<file path="config.mk">
export PLATFORM = sky130hd
export DESIGN_NAME = morse_keyer
export DESIGN_NICKNAME = d
export VERILOG_FILES = /design/src/rtl/morse_pkg.sv /design/src/rtl/morse_letter_fifo.sv /design/src/rtl/morse_keyer.sv
export SDC_FILE = /design/constraint.sdc
export NUM_CORES = 1
export LEC_CHECK = 0
export CORE_MARGIN = 2
export CORE_UTILIZATION = 45
export DETAILED_ROUTE_END_ITERATION = 8
export PLACE_DENSITY = 0.68
export SETUP_SLACK_MARGIN = 0.02
export SLEW_MARGIN = 20
export SYNTH_ARGS = -nofsm -noshare
export SYNTH_HDL_FRONTEND = slang
export SYNTH_SLANG_ARGS = --single-unit
</file>
<file path="constraint.sdc">
create_clock -name clk -period 2.3 [get_ports clk]
set_input_delay 0.23 -clock clk [delete_from_list [all_inputs] [get_ports clk]]
set_output_delay 0.23 -clock clk [all_outputs]
set_load 0.005 [all_outputs]
</file>
<file path="src/rtl/morse_pkg.sv">
// morse_pkg: definitions shared by morse_keyer, morse_tx and morse_rx.
//   - 2-bit symbol encodings on the ditDah link (dit, dah, etc/separator)
//   - letter code width and the code points for SPACE / highest valid code
//   - keyer FSM state enum
//   - morse_lookup(): letter code -> {valid, len, pat}, where pat[3] is the
//     first symbol sent (1 = dah, 0 = dit) and only the top len bits matter.
package morse_pkg;

  localparam logic [1:0] SYM_DIT = 2'b00;
  localparam logic [1:0] SYM_DAH = 2'b11;
  localparam logic [1:0] SYM_ETC = 2'b01;

  localparam int LETTER_W = 6;
  localparam logic [LETTER_W-1:0] CODE_SPACE     = 6'd26;
  localparam logic [LETTER_W-1:0] CODE_MAX_VALID = 6'd26;

  typedef enum logic [1:0] {
    ST_IDLE = 2'd0,
    ST_SEND = 2'd1,
    ST_SEP  = 2'd2
  } keyer_state_t;

  typedef struct packed {
    logic       valid;
    logic [2:0] len;
    logic [3:0] pat;
  } morse_code_t;

  // Symbol for one pattern bit.
  function automatic logic [1:0] sym_of(input logic dah);
    return dah ? SYM_DAH : SYM_DIT;
  endfunction

  function automatic morse_code_t morse_lookup(input logic [LETTER_W-1:0] code);
    morse_code_t r;
    r = '0;
    case (code)
      6'd0:  r = {1'b1, 3'd2, 4'b0100};  // A .-
      6'd1:  r = {1'b1, 3'd4, 4'b1000};  // B -...
      6'd2:  r = {1'b1, 3'd4, 4'b1010};  // C -.-.
      6'd3:  r = {1'b1, 3'd3, 4'b1000};  // D -..
      6'd4:  r = {1'b1, 3'd1, 4'b0000};  // E .
      6'd5:  r = {1'b1, 3'd4, 4'b0010};  // F ..-.
      6'd6:  r = {1'b1, 3'd3, 4'b1100};  // G --.
      6'd7:  r = {1'b1, 3'd4, 4'b0000};  // H ....
      6'd8:  r = {1'b1, 3'd2, 4'b0000};  // I ..
      6'd9:  r = {1'b1, 3'd4, 4'b0111};  // J .---
      6'd10: r = {1'b1, 3'd3, 4'b1010};  // K -.-
      6'd11: r = {1'b1, 3'd4, 4'b0100};  // L .-..
      6'd12: r = {1'b1, 3'd2, 4'b1100};  // M --
      6'd13: r = {1'b1, 3'd2, 4'b1000};  // N -.
      6'd14: r = {1'b1, 3'd3, 4'b1110};  // O ---
      6'd15: r = {1'b1, 3'd4, 4'b0110};  // P .--.
      6'd16: r = {1'b1, 3'd4, 4'b1101};  // Q --.-
      6'd17: r = {1'b1, 3'd3, 4'b0100};  // R .-.
      6'd18: r = {1'b1, 3'd3, 4'b0000};  // S ...
      6'd19: r = {1'b1, 3'd1, 4'b1000};  // T -
      6'd20: r = {1'b1, 3'd3, 4'b0010};  // U ..-
      6'd21: r = {1'b1, 3'd4, 4'b0001};  // V ...-
      6'd22: r = {1'b1, 3'd3, 4'b0110};  // W .--
      6'd23: r = {1'b1, 3'd4, 4'b1001};  // X -..-
      6'd24: r = {1'b1, 3'd4, 4'b1011};  // Y -.--
      6'd25: r = {1'b1, 3'd4, 4'b1100};  // Z --..
      6'd26: r = {1'b1, 3'd4, 4'b0011};  // SPACE ..--
      default: r = '0;
    endcase
    return r;
  endfunction

endpackage

</file>
<file path="src/rtl/morse_letter_fifo.sv">
// morse_letter_fifo: synchronous letter FIFO with a registered head stage.
//   Storage is an array with registered read into a head register, so the
//   consumer sees the oldest entry one cycle after it is written and can pop
//   it with no extra delay; popping refills the head on the same edge.
// Ports:
//   clk, rst_n      clock, synchronous active-low reset
//   push, push_data write request (ignored while full) and data
//   pop             remove the head entry (ignored while empty)
//   full            registered: DEPTH entries held (head included)
//   empty           no entry available at the head
//   head_data       oldest entry, valid while !empty
//   count_next      occupancy after the coming edge
module morse_letter_fifo #(
  parameter int DEPTH = 4,
  parameter int WIDTH = 6
) (
  input  logic                       clk,
  input  logic                       rst_n,
  input  logic                       push,
  input  logic [WIDTH-1:0]           push_data,
  input  logic                       pop,
  output logic                       full,
  output logic                       empty,
  output logic [WIDTH-1:0]           head_data,
  output logic [$clog2(DEPTH):0]     count_next
);

  localparam int AW = (DEPTH > 1) ? $clog2(DEPTH) : 1;
  localparam int CW = $clog2(DEPTH) + 1;

  logic [WIDTH-1:0] mem [DEPTH];
  logic [AW-1:0]    wr_ptr_reg;
  logic [AW-1:0]    rd_ptr_reg;
  logic [CW-1:0]    count_reg;
  logic [CW-1:0]    mem_count;
  logic             head_valid_reg;
  logic [WIDTH-1:0] head_reg;
  logic             full_reg;
  logic             push_ok;
  logic             do_pop;
  logic             head_load;

  assign push_ok   = push && !full_reg;
  assign do_pop    = pop && head_valid_reg;
  // Entries still in the array (the head register holds one when valid).
  assign mem_count = count_reg - CW'(head_valid_reg);
  // Refill the head whenever it is empty or being consumed this edge.
  assign head_load = (mem_count != '0) && (!head_valid_reg || do_pop);
  assign count_next = count_reg + CW'(push_ok) - CW'(do_pop);

  always_ff @(posedge clk) begin
    if (push_ok) begin
      mem[wr_ptr_reg] <= push_data;
    end
  end

  always_ff @(posedge clk) begin
    if (head_load) begin
      head_reg <= mem[rd_ptr_reg];
    end
  end

  always_ff @(posedge clk) begin
    if (!rst_n) begin
      wr_ptr_reg     <= '0;
      rd_ptr_reg     <= '0;
      count_reg      <= '0;
      head_valid_reg <= 1'b0;
      full_reg       <= 1'b0;
    end else begin
      if (push_ok) begin
        wr_ptr_reg <= wr_ptr_reg + AW'(1);
      end
      if (head_load) begin
        rd_ptr_reg     <= rd_ptr_reg + AW'(1);
        head_valid_reg <= 1'b1;
      end else if (do_pop) begin
        head_valid_reg <= 1'b0;
      end
      count_reg <= count_next;
      full_reg  <= (count_next == CW'(DEPTH));
    end
  end

  assign full      = full_reg;
  assign empty     = !head_valid_reg;
  assign head_data = head_reg;

endmodule

</file>
<file path="src/rtl/morse_keyer.sv">
// morse_keyer: buffers 6-bit letter codes and expands each into the per-clock
// ditDah symbol stream consumed by morse_tx.
// Ports:
//   clk, rst_n     clock, synchronous active-low reset
//   letter_in      letter code (0..25 A..Z, 26 SPACE, others invalid)
//   letter_valid   letter_in valid; transfer when valid && ready at posedge
//   letter_ready   FIFO can accept (registered, = !full)
//   ditDah         symbol: 00 dit, 11 dah, 01 separator/idle (registered)
//   busy           letter or separator in progress, or FIFO non-empty
//   bad_letter     one-cycle pulse after an invalid code was accepted
module morse_keyer import morse_pkg::*; #(
  parameter int FIFO_DEPTH = 4,
  parameter int SEP_CYCLES = 1
) (
  input  logic                clk,
  input  logic                rst_n,
  input  logic [LETTER_W-1:0] letter_in,
  input  logic                letter_valid,
  output logic                letter_ready,
  output logic [0:1]          ditDah,
  output logic                busy,
  output logic                bad_letter
);

  localparam int CW    = $clog2(FIFO_DEPTH) + 1;
  localparam int SEP_W = (SEP_CYCLES > 1) ? $clog2(SEP_CYCLES) : 1;

  logic                fifo_full;
  logic                fifo_empty;
  logic [LETTER_W-1:0] head_code;
  logic [CW-1:0]       fifo_count_next;
  logic                accept;
  logic                in_valid;
  logic                push;
  logic                pop;
  morse_code_t         head_info;

  keyer_state_t        state_reg, state_next;
  logic [3:0]          pat_reg, pat_next;
  logic [2:0]          cnt_reg, cnt_next;
  logic [SEP_W-1:0]    sep_reg, sep_next;
  logic [1:0]          sym_reg, sym_next;
  logic                busy_reg;
  logic                bad_reg;

  // Invalid codes still complete the handshake but never enter the FIFO.
  assign accept   = letter_valid && !fifo_full;
  assign in_valid = (letter_in <= CODE_MAX_VALID);
  assign push     = accept && in_valid;

  morse_letter_fifo #(
    .DEPTH (FIFO_DEPTH),
    .WIDTH (LETTER_W)
  ) u_fifo (
    .clk        (clk),
    .rst_n      (rst_n),
    .push       (push),
    .push_data  (letter_in),
    .pop        (pop),
    .full       (fifo_full),
    .empty      (fifo_empty),
    .head_data  (head_code),
    .count_next (fifo_count_next)
  );

  assign head_info = morse_lookup(head_code);

  always_comb begin
    state_next = state_reg;
    pat_next   = pat_reg;
    cnt_next   = cnt_reg;
    sep_next   = sep_reg;
    sym_next   = SYM_ETC;
    pop        = 1'b0;
    case (state_reg)
      ST_IDLE: begin
        if (!fifo_empty) begin
          pop = 1'b1;
          if (head_info.valid) begin
            sym_next   = sym_of(head_info.pat[3]);
            pat_next   = {head_info.pat[2:0], 1'b0};
            cnt_next   = head_info.len - 3'd1;
            state_next = ST_SEND;
          end
        end
      end
      ST_SEND: begin
        // cnt_reg counts symbols still to send after the one on the line.
        if (cnt_reg == 3'd0) begin
          sep_next   = SEP_W'(SEP_CYCLES - 1);
          state_next = ST_SEP;
        end else begin
          sym_next = sym_of(pat_reg[3]);
          pat_next = {pat_reg[2:0], 1'b0};
          cnt_next = cnt_reg - 3'd1;
        end
      end
      ST_SEP: begin
        if (sep_reg == '0) begin
          // Chain straight into the next letter so there is no idle gap.
          if (!fifo_empty) begin
            pop = 1'b1;
            if (head_info.valid) begin
              sym_next   = sym_of(head_info.pat[3]);
              pat_next   = {head_info.pat[2:0], 1'b0};
              cnt_next   = head_info.len - 3'd1;
              state_next = ST_SEND;
            end else begin
              state_next = ST_IDLE;
            end
          end else begin
            state_next = ST_IDLE;
          end
        end else begin
          sep_next = sep_reg - SEP_W'(1);
        end
      end
      default: begin
        state_next = ST_IDLE;
      end
    endcase
  end

  always_ff @(posedge clk) begin
    if (!rst_n) begin
      state_reg <= ST_IDLE;
      pat_reg   <= '0;
      cnt_reg   <= '0;
      sep_reg   <= '0;
      sym_reg   <= SYM_ETC;
      busy_reg  <= 1'b0;
      bad_reg   <= 1'b0;
    end else begin
      state_reg <= state_next;
      pat_reg   <= pat_next;
      cnt_reg   <= cnt_next;
      sep_reg   <= sep_next;
      sym_reg   <= sym_next;
      busy_reg  <= (state_next != ST_IDLE) || (fifo_count_next != '0);
      bad_reg   <= accept && !in_valid;
    end
  end

  assign letter_ready = !fifo_full;
  assign ditDah       = sym_reg;
  assign busy         = busy_reg;
  assign bad_letter   = bad_reg;

endmodule
</file>
Word-level counts from Yosys, hierarchy flattened
Memories as Yosys holds them, arrays and structs flattened. A register that Yosys moved wholly into a read port is not among the register bits.
Index checks and enable logic that the tools add are counted.
Widths: inputs -> output; s select.
{ "word_totals": {"romBits": 256, "elab_cells": 85, "mem_count": 2, "ff_bits": 23, "output_inout_bits": 5, "inputBits": 9, "ramBits": 24} }
{ "memory_table": {"columns": ["name", "depth", "width", "rd", "rd_clocked_by_memory_dff", "write_ports", "line", "text"], "rows": [
  ["(no name shown)", 32, 8, 1, 0, 0, "morse_pkg.sv:37", "case (code)"],
  ["u_fifo.mem", 4, 6, 1, 1, 1, "morse_letter_fifo.sv:31", "logic [WIDTH-1:0] mem [DEPTH];"]
]} }
{ "op_classes": {"eq_ne": 6, "muxes": 35, "n_addsub": 8, "magnitude_cmp": 1, "n_reduce_logical": 21} }
{ "op_table": {"columns": ["operator", "n"], "rows": [
  ["$mux 2", 11],
  ["$mux 4", 4],
  ["$mux 3", 4],
  ["$pmux 2 s3", 2],
  ["$pmux 4 s3", 1],
  ["$mux 1", 9],
  ["$pmux 3 s3", 1],
  ["$reduce_bool 3->1", 3],
  ["$mux 8", 1],
  ["$le 6x5->1 const B", 1],
  ["$logic_and 1x1->1", 6],
  ["$ne 2x2->1 const B", 3],
  ["$reduce_bool 2->1", 3],
  ["$sub 3x1->3", 2],
  ["$sub 3x1->3 const B", 2],
  ["$add 2x1->2 const B", 2],
  ["$pmux 1 s2", 2],
  ["$add 3x1->3", 1],
  ["$eq 3x3->1 const B", 1],
  ["$logic_not 1->1", 3],
  ["$logic_not 3->1", 1],
  ["$reduce_and 3->1", 1],
  ["$eq 2x1->1 const B", 1],
  ["$eq 2x2->1 const B", 1],
  ["other kinds (4)", 5]
]} }

Longest topological paths before layout
{ "depth": {"ltp_word": 8, "mapped_depth": 11, "depth_no_buf": 11} }

Modules after synthesis
A second synthesis with hierarchy kept.
{ "unflattened": {"cells_unflattened": 215, "area_unflattened_um2": 2602.5} }
{ "by_module_without_submodules": {"columns": ["module", "seq_area_each_um2", "cells_per_inst", "area_per_inst_um2", "instances"], "rows": [
  ["morse_letter_fifo", 1081.0, 94, 1585.3, 1],
  ["morse_keyer", 240.2, 121, 1017.2, 1]
]} }

Least setup slack after synthesis
No wires, ideal clock.
{ "synth_timing": {"path_type": "register -> register", "startpoint": "reg u_fifo.head_reg[0] (netlist: u_fifo.head_data[0]) (read register of u_fifo.mem)", "endpoint": "reg cnt_reg[2]", "setup_ps": 76, "path_slack_ps": 232, "path_stages_with_launch": 12, "required_time_ps": 2224, "synth_period_minus_slack_ps": 2068, "arrival_ps": 1992, "n_path_buf": 0, "path_cell_list": "edfxtp_1 inv_1 ha_1 nor2b_1 a311oi_1 a31oi_1 nor3_1 a21oi_1 ha_1 o21ai_0 nand2_1 a31oi_1"} }
{ "synth_between": {"elab_chain_cells": 7} }
{ "synth_lines": {"columns": ["item", "line", "text"], "rows": [
  ["start: declaration", "morse_letter_fifo.sv:37", "logic [WIDTH-1:0] head_reg;"],
  ["$mem_v2 32x8 *", null, null],
  ["$mux 8 *", "morse_pkg.sv:37", null],
  ["$sub 3x1->3", "morse_keyer.sv:82, morse_keyer.sv:106", null],
  ["$mux 3 *", "morse_keyer.sv:79, morse_keyer.sv:103", null],
  ["$mux 3 *", "morse_keyer.sv:77", "if (!fifo_empty) begin"],
  ["$mux 3", "morse_keyer.sv:99", "if (sep_reg == '0) begin"],
  ["$pmux 3 s3 *", "morse_keyer.sv:75", "case (state_reg)"],
  ["end signal: assignment", "morse_keyer.sv:136", "cnt_reg <= cnt_next;"],
  ["end: declaration", "morse_keyer.sv:40", "logic [2:0] cnt_reg, cnt_next;"]
]} }
Every way passes the cells marked *; elsewhere a longest branch is shown, timed or not. The select of a mux whose other input is x is not followed.
A chain may end at the register's enable or synchronous reset.

Final worst setup path
{ "layout_timing": {"startpoint": "reg u_fifo.head_reg[1] (netlist: u_fifo.head_data[1]) (read register of u_fifo.mem)", "endpoint": "reg cnt_reg[2]"} }
The elaborated chain is that of the path after synthesis.

==> run metrics <==
Setup CP Type flip-flop to flip-flop; Seq/Total Area, Yosys 51.8%; starting density of the core 46.6%; GRT Residual Overflow 0; Syn Area/Cell 12.1 um^2; Detail Route Antenna Nets 0; GR Layer Usage met3 3.86%; Netlist cell types 53; Fin. Hold Viols 0; # H-tree levels 2; Relative slew margins 67.2%; clk sinks 51; Core Rows 27; nature of the critical path endpoint flip-flop; Synth warnings 0; P per Cell Area 1310 nW/um^2; CTS Hold Bufs 0; R2R setup slack 0.03 ns; final non-filler cell total 327; most used routing layer met2; leak pwr 1.12 nW; Syn-to-layout area delta 19.9%; post-synthesis async set-or-reset flop share 0%; VDD IR max 0.000697 V; Clock Skew 0.0104 ns; antenna violations before repair 0; met2 usage 27.0%; die extent in y 79.3 um; largest net degree at the start of global routing 17; DR pass1 iterations 4; maximum clock path buffer count 2; max-cap violations 0; post-synthesis cell area 2550 um^2; Largest Register u_fifo.mem; # DRC 0; vias per cell 5.23; final period utilization 98.9%; status finished, final reports clean; vias 1711; Synth Instances 211; Min-Delay Path Class flip-flop to flip-flop; Total Routing Usage GR 16.1%; chip width 79.3 um; nets@finish 279; DP HPWL 3430 um; Fmax achieved 440 MHz; type of origin of the critical path flip-flop; Syn Nets 236; Clk Latency, worst-skew pair 0.30 ns; DP Cell Count 314; CTS tree built; Worst Path Required 2.53 ns; main flop type after synthesis edfxtp_1; met1 Resource Use GR 20.8%; CP max FO 5; crit path DAT 2.50 ns; first-pass GRT wire length 7760 um; IO Count 14; CTS buffer count 5; final setup fails 0; Post-synth EDFFs 30; placer congestion estimate 0.853; die area 6280 um^2; core area 5470 um^2; port bufs 13; Reg clk slew, reported paths 0.09 ns; Worst Tran Pin Value 0.492 ns; post-route minimum period 2.27 ns; share of cells above drive strength 1 23.5%; DR WL/cell 14.6 um; Antenna diodes 0; WL final 4790 um; max reg flops 24; Root Driver clkbuf_8; vias in the first global route 1687; Max Slew Vio Count 0; total power 4.02 mW; Seq cells post-synth 51; DR iter-0 viols 84
==> synth_stat cells, types with 3 or more instances <==
cell type / n / share of area (%)
xnor2_1: 5 / 1.7
mux4_2: 7 / 6.2
nand2b_1: 6 / 1.5
a21oi_1: 8 / 1.6
nand3_1: 3 / 0.59
edfxtp_1: 30 / 35
dfxtp_1: 21 / 16
buf_6: 3 / 1.3
buf_2: 3 / 0.59
nor2_1: 12 / 1.8
nor3_1: 3 / 0.59
and2_1: 9 / 2.2
nand2_1: 15 / 2.2
ha_1: 15 / 7.4
nor2b_1: 7 / 1.7
o211ai_1: 3 / 0.88
inv_1: 10 / 1.5
a31oi_1: 5 / 1.2
o21ai_0: 5 / 0.98
==> routing by layer <==
| layer | share of wire (%) | vias up |
|---|---|---|
| met5 | 0 | - |
| li1 | - | 859 |
| met3 | 2.8 | 11 |
| met4 | 2.6 | 0 |
| met2 | 50 | 24 |
| met1 | 45 | 817 |
==> layout make-up <==
class	instances	area, um^2
fillers	489	2420
clock buffers	6	72.6
well taps	72	90.1
clock inverters	2	12.5
multi-input cells	140	1150
repair buffers	45	370
inverters	11	41.3
flip-flops and latches	51	1320
==> worst max-delay path, stage by stage (launching register included) <==
cell and delay (ns):
edfxtp_1 0.46, buf_4 0.16, ha_2 0.19, nor2b_1 0.06
o31ai_1 0.30, o21ai_1 0.15, a22oi_1 0.20, ha_2 0.23
o211ai_1 0.09, a31o_2 0.22, a31oi_1 0.15
==> final timing paths <==
check | startpoint | to | cells past startpoint
worst max-delay path | u_fifo.head_data[1]$_DFFE_PP_ | cnt_reg[2]$_SDFFE_PN0P_ | 10
worst max register to register | u_fifo.head_data[1]$_DFFE_PP_ | cnt_reg[2]$_SDFFE_PN0P_ | 10
worst min register to register | pat_reg[1]$_SDFFE_PN0P_ | pat_reg[2]$_SDFFE_PN0P_ | 2
worst min-delay path | pat_reg[1]$_SDFFE_PN0P_ | pat_reg[2]$_SDFFE_PN0P_ | 2
==> stage by stage <==
stage | utilization, % | worst slack (ns) | setup TNS [ns] | hold WS [ns] | cell area, um^2
4_1_cts | 54.8 | 0.0439 | 0 | 0.484 | 3000
2_1_floorplan | - | 0.232 | 0 | 0.329 | 2550
3_5_place_dp | 53.1 | -0.111 | -0.178 | 0.470 | 2910
5_1_grt | 55.8 | -0.136 | -0.136 | 0.532 | 3060
6_report | 55.8 | 0.0253 | 0 | 0.481 | 3060
3_3_place_gp | 53.1 | -0.0534 | -0.0534 | 0.465 | 2910
==> cells in the final DEF, fill, tap and decap left out, types with 3 or more instances in the layout <==
cell,count
a21oi_1,8
nand3_1,3
inv_1,8
o21ai_1,3
ha_2,3
edfxtp_1,30
xnor2_1,5
buf_4,32
clkdlybuf4s50_1,13
o211ai_1,3
clkbuf_8,5
nand2_1,15
dfxtp_1,21
ha_1,11
mux4_2,7
nor2_1,12
nor2b_1,7
a31oi_1,5
o21ai_0,4
nand2b_1,6
and2_1,9
==> logic make-up (layout without fill, tap and decap cells) <==
group	count (synthesis)	count (layout)	share of synthesized area (%)
DFF	51	51	51.8
xor gates and xnor gates	7	7	2.41
buffers and inverters	20	64	4.12
AOI/OAI and AO/OA	40	40	10.9
and+or+nand+nor	66	66	14.1
adders and majority gates	16	16	8.15
muxes	11	11	8.44
==> power by group <==
| group | internal (mW) | leakage (nW) | switching [mW] |
|---|---|---|---|
| clock network | 0.213 | 0.0412 | 0.284 |
| logic | 1.08 | 0.633 | 0.982 |
| registers | 1.21 | 0.451 | 0.239 |
==> repair_timing <==
action | 4_1_cts | 5_1_grt
endpoints found under the setup margin | 1 | 1
pin swaps | 0 | 4
buffers inserted | 0 | 5
resized for setup | 1 | 7
No activity file was read; power rests on OpenSTA's default activity.
